**src/rtl/direction_gen.sv**
```systemverilog
// direction_gen: PS/2 scan codes to paced, reversal-filtered move commands.
// Define DIRECTION_GEN_WASD_EN to also steer with unprefixed WASD make codes.
package game_pkg;

  typedef enum logic [2:0] {
    WAIT  = 3'd0,
    UP    = 3'd1,
    DOWN  = 3'd2,
    LEFT  = 3'd3,
    RIGHT = 3'd4
  } directions;

  function automatic directions opposite(input directions d);
    directions o;
    case (d)
      UP:      o = DOWN;
      DOWN:    o = UP;
      LEFT:    o = RIGHT;
      RIGHT:   o = LEFT;
      default: o = WAIT;
    endcase
    return o;
  endfunction

endpackage

module direction_gen
  import game_pkg::*;
#(
  parameter int unsigned STEP_CYCLES   = 6_500_000,
  parameter directions   START_HEADING = UP
) (
  input  logic       clk,
  input  logic       rst,
  input  logic [7:0] scan_code,
  input  logic       scan_valid,
  input  logic       enable,
  output directions  direction,
  output directions  heading,
  output logic       step
);

  localparam int unsigned CntW = $clog2(STEP_CYCLES);
  localparam logic [CntW-1:0] CntLast = CntW'(STEP_CYCLES - 1);

  localparam logic [7:0] CodeExt = 8'hE0;
  localparam logic [7:0] CodeBrk = 8'hF0;

  typedef enum logic [1:0] {
    StIdle,
    StExt,
    StBrk,
    StExtBrk
  } scan_state_e;

  scan_state_e     state_q, state_d;
  directions       heading_q, heading_d;
  directions       committed_q, committed_d;
  directions       dir_q, dir_d;
  logic            step_q, step_d;
  logic [CntW-1:0] cnt_q, cnt_d;

  logic      dec_valid;
  directions dec_dir;
  logic      step_now;
  directions ref_dir;
  logic      accept;

  // Scan-code state machine and make-code decoder
  always_comb begin
    state_d   = state_q;
    dec_valid = 1'b0;
    dec_dir   = WAIT;
    if (scan_valid) begin
      unique case (state_q)
        StIdle: begin
          if (scan_code == CodeExt) begin
            state_d = StExt;
          end else if (scan_code == CodeBrk) begin
            state_d = StBrk;
          end else begin
            state_d = StIdle;
`ifdef DIRECTION_GEN_WASD_EN
            case (scan_code)
              8'h1D:   begin dec_valid = 1'b1; dec_dir = UP;    end
              8'h1B:   begin dec_valid = 1'b1; dec_dir = DOWN;  end
              8'h1C:   begin dec_valid = 1'b1; dec_dir = LEFT;  end
              8'h23:   begin dec_valid = 1'b1; dec_dir = RIGHT; end
              default: ;
            endcase
`else
            dec_valid = 1'b0;
`endif
          end
        end
        StExt: begin
          state_d = StIdle;
          case (scan_code)
            8'h75:   begin dec_valid = 1'b1; dec_dir = UP;    end
            8'h72:   begin dec_valid = 1'b1; dec_dir = DOWN;  end
            8'h6B:   begin dec_valid = 1'b1; dec_dir = LEFT;  end
            8'h74:   begin dec_valid = 1'b1; dec_dir = RIGHT; end
            CodeExt: state_d = StExt;
            CodeBrk: state_d = StExtBrk;
            default: ;
          endcase
        end
        StBrk, StExtBrk: state_d = StIdle;
        default:         state_d = StIdle;
      endcase
    end
  end

  // On a step edge the reversal check uses the direction being emitted, so a
  // fast two-key U-turn inside one step period is still rejected.
  always_comb begin
    step_now = enable && (cnt_q == CntLast);
    ref_dir  = step_now ? heading_q : committed_q;
    accept   = dec_valid && (dec_dir != opposite(ref_dir));
  end

  always_comb begin
    heading_d   = heading_q;
    committed_d = committed_q;
    dir_d       = WAIT;
    step_d      = 1'b0;
    cnt_d       = '0;
    if (accept) begin
      heading_d = dec_dir;
    end
    if (step_now) begin
      dir_d       = heading_q;
      step_d      = 1'b1;
      committed_d = heading_q;
    end else if (enable) begin
      cnt_d = cnt_q + CntW'(1);
    end
  end

  always_ff @(posedge clk) begin
    if (!rst) begin
      state_q     <= StIdle;
      heading_q   <= START_HEADING;
      committed_q <= START_HEADING;
      dir_q       <= WAIT;
      step_q      <= 1'b0;
      cnt_q       <= '0;
    end else begin
      state_q     <= state_d;
      heading_q   <= heading_d;
      committed_q <= committed_d;
      dir_q       <= dir_d;
      step_q      <= step_d;
      cnt_q       <= cnt_d;
    end
  end

  assign direction = dir_q;
  assign heading   = heading_q;
  assign step      = step_q;

  a_step_matches_dir : assert property (@(posedge clk) disable iff (!rst)
    step == (direction != WAIT));
  a_heading_valid : assert property (@(posedge clk) disable iff (!rst)
    heading != WAIT);

endmodule

```
**config.mk**
```make
export PLATFORM = sky130hd
export DESIGN_NAME = direction_gen
export DESIGN_NICKNAME = d
export VERILOG_FILES = /design/src/rtl/direction_gen.sv
export SDC_FILE = /design/constraint.sdc
export NUM_CORES = 1
export LEC_CHECK = 0
export BUFFER_PORTS_ARGS = -buffer_cell sky130_fd_sc_hd__buf_2
export CAP_MARGIN = 25
export CELL_PAD_IN_SITES_DETAIL_PLACEMENT = 2
export CELL_PAD_IN_SITES_GLOBAL_PLACEMENT = 2
export CORE_MARGIN = 4
export CORE_UTILIZATION = 38
export DETAILED_ROUTE_END_ITERATION = 10
export PLACE_DENSITY = 0.94
export SYNTH_ARGS = -nofsm -noshare
export SYNTH_HDL_FRONTEND = slang
export SYNTH_SLANG_ARGS = --single-unit
```
**constraint.sdc**
```tcl
create_clock -name clk -period 3.36 [get_ports clk]
set_input_delay 0.168 -clock clk [delete_from_list [all_inputs] [get_ports clk]]
set_output_delay 0.168 -clock clk [all_outputs]
set_load 0.03 [all_outputs]
```
; ---- Yosys cells after proc, flatten, opt, wreduce, memory -nomap -nowiden
; Cells that the tools add are included.
[op_classes]
n_addsub = 1
mul = 0
div_mod_pow = 0
n_lt_le_gt_ge = 0
eq_ne = 15
shifts = 0
n_mux = 13
bitwise = 2
reduce_logical = 7
[ops]
columns = operator, count
row1 = $eq A8 B7 Y1 const B, 4
row2 = $pmux W3 S4, 2
row3 = $add A23 B1 Y23 const B, 1
row4 = $eq A23 B23 Y1 const B, 1
row5 = $eq A8 B8 Y1 const B, 2
row6 = $mux W3, 3
row7 = $eq A3 B2 Y1 const B, 2
row8 = $pmux W2 S3, 1
row9 = $eq A2 B2 Y1 const B, 2
row10 = $mux W1, 4
row11 = $mux W2, 2
row12 = $pmux W2 S2, 1
row13 = $reduce_or A4 Y1, 1
row14 = $eq A3 B1 Y1 const B, 1
row15 = $eq A3 B3 Y1 const B, 1
row16 = $ne A3 B3 Y1, 1
row17 = $reduce_or A3 Y1, 1
row18 = $eq A2 B1 Y1 const B, 1
row19 = $logic_and A1 B1 Y1, 2
row20 = $logic_not A2 Y1, 1
row21 = $not A1 Y1, 2
row22 = $reduce_and A2 Y1, 1
row23 = $reduce_or A2 Y1, 1
[word_totals]
reg_bits = 35
latch_bits = 0
ram_bits = 0
romBits = 0
output_inout_bits = 7
mem_count = 0

; ---- Logic depth before layout (Yosys ltp)
[depth]
ltp_word = 7
depth_mapped = 7
mapped_depth_nobuf = 7

; ---- Least setup slack after synthesis
; Ideal clock, no wire load.
[synth_timing]
path_kind = register to register
start = register cnt_q[5]
end = register heading_q[1] (netlist: heading[1])
arrival_ns = 2.157
t_required_ns = 3.241
setup_slack_ns = 1.084
stages_incl_launch_ff = 8
n_path_buf = 1
synth_period_minus_slack_ns = 2.276
cell_sequence = dfxtp_1 or4_1 or3_1 buf_6 nor2_4 mux2i_1 a21boi_0 o221a_1
[synth_between]
elab_chain_cells = 7
word_cells_on_any_way = 10
[synth_rtl]
columns = element, line_no
row1 = start: declaration, 61  ; logic [CntW-1:0] cnt_q, cnt_d;
row2 = start signal: assignment, 154  ; cnt_q <= cnt_d;
row3 = $eq A23 B23 Y1 (*), 117  ; step_now = enable && (cnt_q == CntLast);
row4 = $logic_and A1 B1 Y1 (*), 117
row5 = $mux W3 (*), n/a
row6 = "$eq A3 B3 Y1, or another cell as far along", 15  ; case (d)
row7 = $pmux W3 S4 (*), 15
row8 = $ne A3 B3 Y1 (*), 119  ; accept = dec_valid && (dec_dir != opposite(ref_dir));
row9 = $logic_and A1 B1 Y1 (*), 119
row10 = end signal: assignment, 150  ; heading_q <= heading_d;
row11 = end: declaration, 57  ; directions heading_q, heading_d;
; Mark *: on every way between the ends. The rest lies on a longest branch, timed or not.
; A chain may end at the register's enable or synchronous reset.

; ---- Worst setup path after layout
; Ends and elaborated chain as after synthesis.

==> qor.csv <==
stage,metric,value,unit
cells_and_area,num_antenna_cells,0,
grt,antenna_found_initial,0,
die,io_pins,19,
sta,worstMarginPinSlew,0.844,ns
route,ant_nets,0,
synth,synth_xor_area_share,11.5,%
pwr,ir_worst_vdd,0.000193,V
sta,hold_violations,0,
grt,grt_util_all_layers,18.2,%
clocking,numCtsBuffers,5,
grt,grtUsageMet1,20.5,%
synth,synth_top_family_by_area,simple AND/OR/NAND/NOR gates,
route,drt_first_pass_iters,4,
clocking,cts_resized,0,
setup_path,cp.required,3.53,ns
grt,use_met2,32.1,%
synth,yosys.area.top_type,dfxtp_1,
setup_path,crit_path_end_kind,flip-flop,
synth,ys_seq_area_share,39.9,%
grt,grt-ovfl-total,0,
synth,synth_cell_types,43,
synth,yosys.area_share.simple,31.7,%
clocking,clock_path_buffers,2,
die,fp.dieH,76.0,microns
sta,fin_crit_sh,79.1,%
route,wire_per_inst,18.6,microns
synth,syn-num-nets,216,
place,gp_congestion,0.770,
synth,yosysWarningCount,0,
clocking,cts_max_level,2,
die,dieArea,5780,sq um
cells_and_area,final_cell_mix,"nor2_1, dfxtp_1, buf_2",
grt,top_usage_layer,met2,
cells_and_area,fin_nets,238,
sta,min_period,2.66,ns
grt,grt_pass1_vias,1674,
hold_path,hold_class,primary input to flip-flop,
die,dieWidth,76.0,microns
synth,synth_fa_ha_area_share,0.712,%
setup_path,cpPeakStageDelay,0.57,ns
route,vias_per_cell,5.66,
clocking,worstSkewPairLatency,0.28,ns
cells_and_area,layout_commonest_cell,nor2_1,
die,core_area,4410,sq um
pwr,power.density,380,nW/um^2
sta,grt_setup_unrepaired,no,
sta,fmax,376,MHz
synth,syn_avg_cell_area,8.66,sq um
place,numPortBuffers,18,
synth,synth.area.mux_share,5.69,%
clocking,cts-hold-fix-buffers,0,
sta,maxSlewHeadroom,43.2,%
synth,syn_area,1760,sq um
setup_path,cp_max_fo,6,
setup_path,start_kind,flip-flop,
grt,grt_max_degree,24,
sta,setup_viol,0,
synth,synth_cells,203,
cells_and_area,drive_gt1_share,12.9,%
synth,synth_top_area_share,39.9,%
run,drv_cap,0,
clocking,cts.sinks,35,
route,drt_iter0_markers,97,
synth,synth.area.top_cells,"dfxtp_1, nor2_1, xor2_1",
sta,tns,0,ns
clocking,cts-root-buf,clkbuf_8,
pwr,p_leak,0.747,nW
cells_and_area,utilization,44.9,%
sta,clock_skew,0.00786,ns
clocking,cts_tree,built,
place,dpl.hpwl,3.61,mm
die,num_rows,24,
synth,synth_seq_cells,35,
setup_path,path_class,flip-flop to flip-flop,
setup_path,critPathArrivalTime,2.83,ns
clocking,post-cts-setup-buffers,0,
clocking,clk_pin_slew,0.07,ns
route,drc,0,
grt,met3_usage,4.85,%
route,vias,1568,
cells_and_area,syn_to_final_growth,12.8,%
die,start_util,39.8,%
grt,grt_pass1_wl,8.50,mm
run_status,status,"complete, no violations",
route,wirelength,5.15,mm
sta,final_max_slew_viol_count,0,
setup_path,path_cells,or4_1 > or3_1 > nor2_4 > mux2i_1 > a21boi_0 > o221a_1,
setup_path,critPathSlowestCell,or4_1,
synth,synth_compound_area_share,8.33,%
kinds of logic (layout without fill, tap and decap cells):
family / after synthesis / in the layout
AO/OA/AOI/OAI: 19 / 19
XOR/XNOR: 23 / 23
adder cells (fa/ha/maj): 1 / 1
buffers and inverters: 8 / 30
flip-flops: 35 / 35
multiplexers: 10 / 10
AND/OR/NAND/NOR: 107 / 107
Yosys cell counts:
library cell   n
a211o_1        1
a21boi_0       1
a21oi_1        2
a2bb2oi_1      1
and2_1         2
and3_1         4
and3b_1        4
and4_1         2
and4b_1        1
buf_2          2
buf_6          1
clkbuf_1       1
dfxtp_1       35
ha_1           1
inv_1          4
mux2i_1       10
nand2_1       16
nand2b_1       1
nand3_1       14
nand4_1        5
nor2_1        36
nor2_4         1
nor2b_1        3
nor3_1         4
nor3b_1        1
nor4_1         4
nor4b_1        1
nor4bb_1       3
o2111a_1       1
o2111ai_1      2
o211a_1        1
o211ai_1       3
o21ai_0        2
o21ai_1        1
o21ai_2        1
o221a_1        1
o22ai_1        1
o32ai_1        1
or2_2          1
or3_1          3
or4_1          1
xnor2_1       10
xor2_1        13
critical path, delay by kind of cell, from the launching register on:
kind | cells | cell delay, ns
AND/OR/NAND/NOR | 3 | 1.36
multiplexers | 1 | 0.43
flip-flops | 1 | 0.36
AO/OA/AOI/OAI | 2 | 0.40
final cells by class:
| class | count | area, sq um |
|---|---|---|
| fillers | 509 | 2430 |
| multi-input cells | 160 | 1020 |
| flip-flops and latches | 35 | 701 |
| repair buffers | 19 | 97.6 |
| clock buffers | 6 | 82.6 |
| well taps | 52 | 65.1 |
| inverters | 4 | 15.0 |
| clock inverters | 1 | 5.00 |
metal layers:
metal	wire length, microns	vias to the layer above
li1	-	759
met1	2130	763
met2	2740	38
met3	209	8
met4	72	0
met5	0	-
through the flow:
step | total power [W] | hold slack (ns) | setup WS (ns) | instances | cell area [sq um]
after floorplan | 0.000440 | 0.230 | 1.08 | 203 | 1760
after global placement | 0.000455 | 0.415 | 0.956 | 270 | 1900
after detailed placement | 0.000456 | 0.422 | 0.782 | 270 | 1900
after CTS | 0.000766 | 0.119 | 0.710 | 277 | 1980
after global routing | 0.000787 | 0.129 | 0.507 | 277 | 1980
final | 0.000753 | 0.129 | 0.704 | 277 | 1980
power by group:
| part | total, W | leakage [nW] | internal (W) | switching, W |
|---|---|---|---|---|
| clock | 0.000307 | 0.0470 | 0.000161 | 0.000146 |
| sequential | 0.000418 | 0.282 | 0.000416 | 0.00000136 |
| combinational | 0.0000285 | 0.418 | 0.0000106 | 0.0000179 |
| total | 0.000753 | 0.747 | 0.000588 | 0.000165 |
path summary, 6_finish.rpt:
kind         cells past startpoint       start    endpoint  slack (ns)
max                              6    cnt_q[5]  heading[1]        0.70
min                              2  scan_valid  state_q[0]        0.13
max reg2reg                      6    cnt_q[5]  heading[1]        0.70
min reg2reg                      1    cnt_q[0]    cnt_q[0]        0.47
state kept, by name, summed over array words and instances (netlist names):
signal	flops
cnt_q	23
committed_q	3
direction	3
heading	3
state_q	2
step	1
Power figures use the tool's default switching activity.
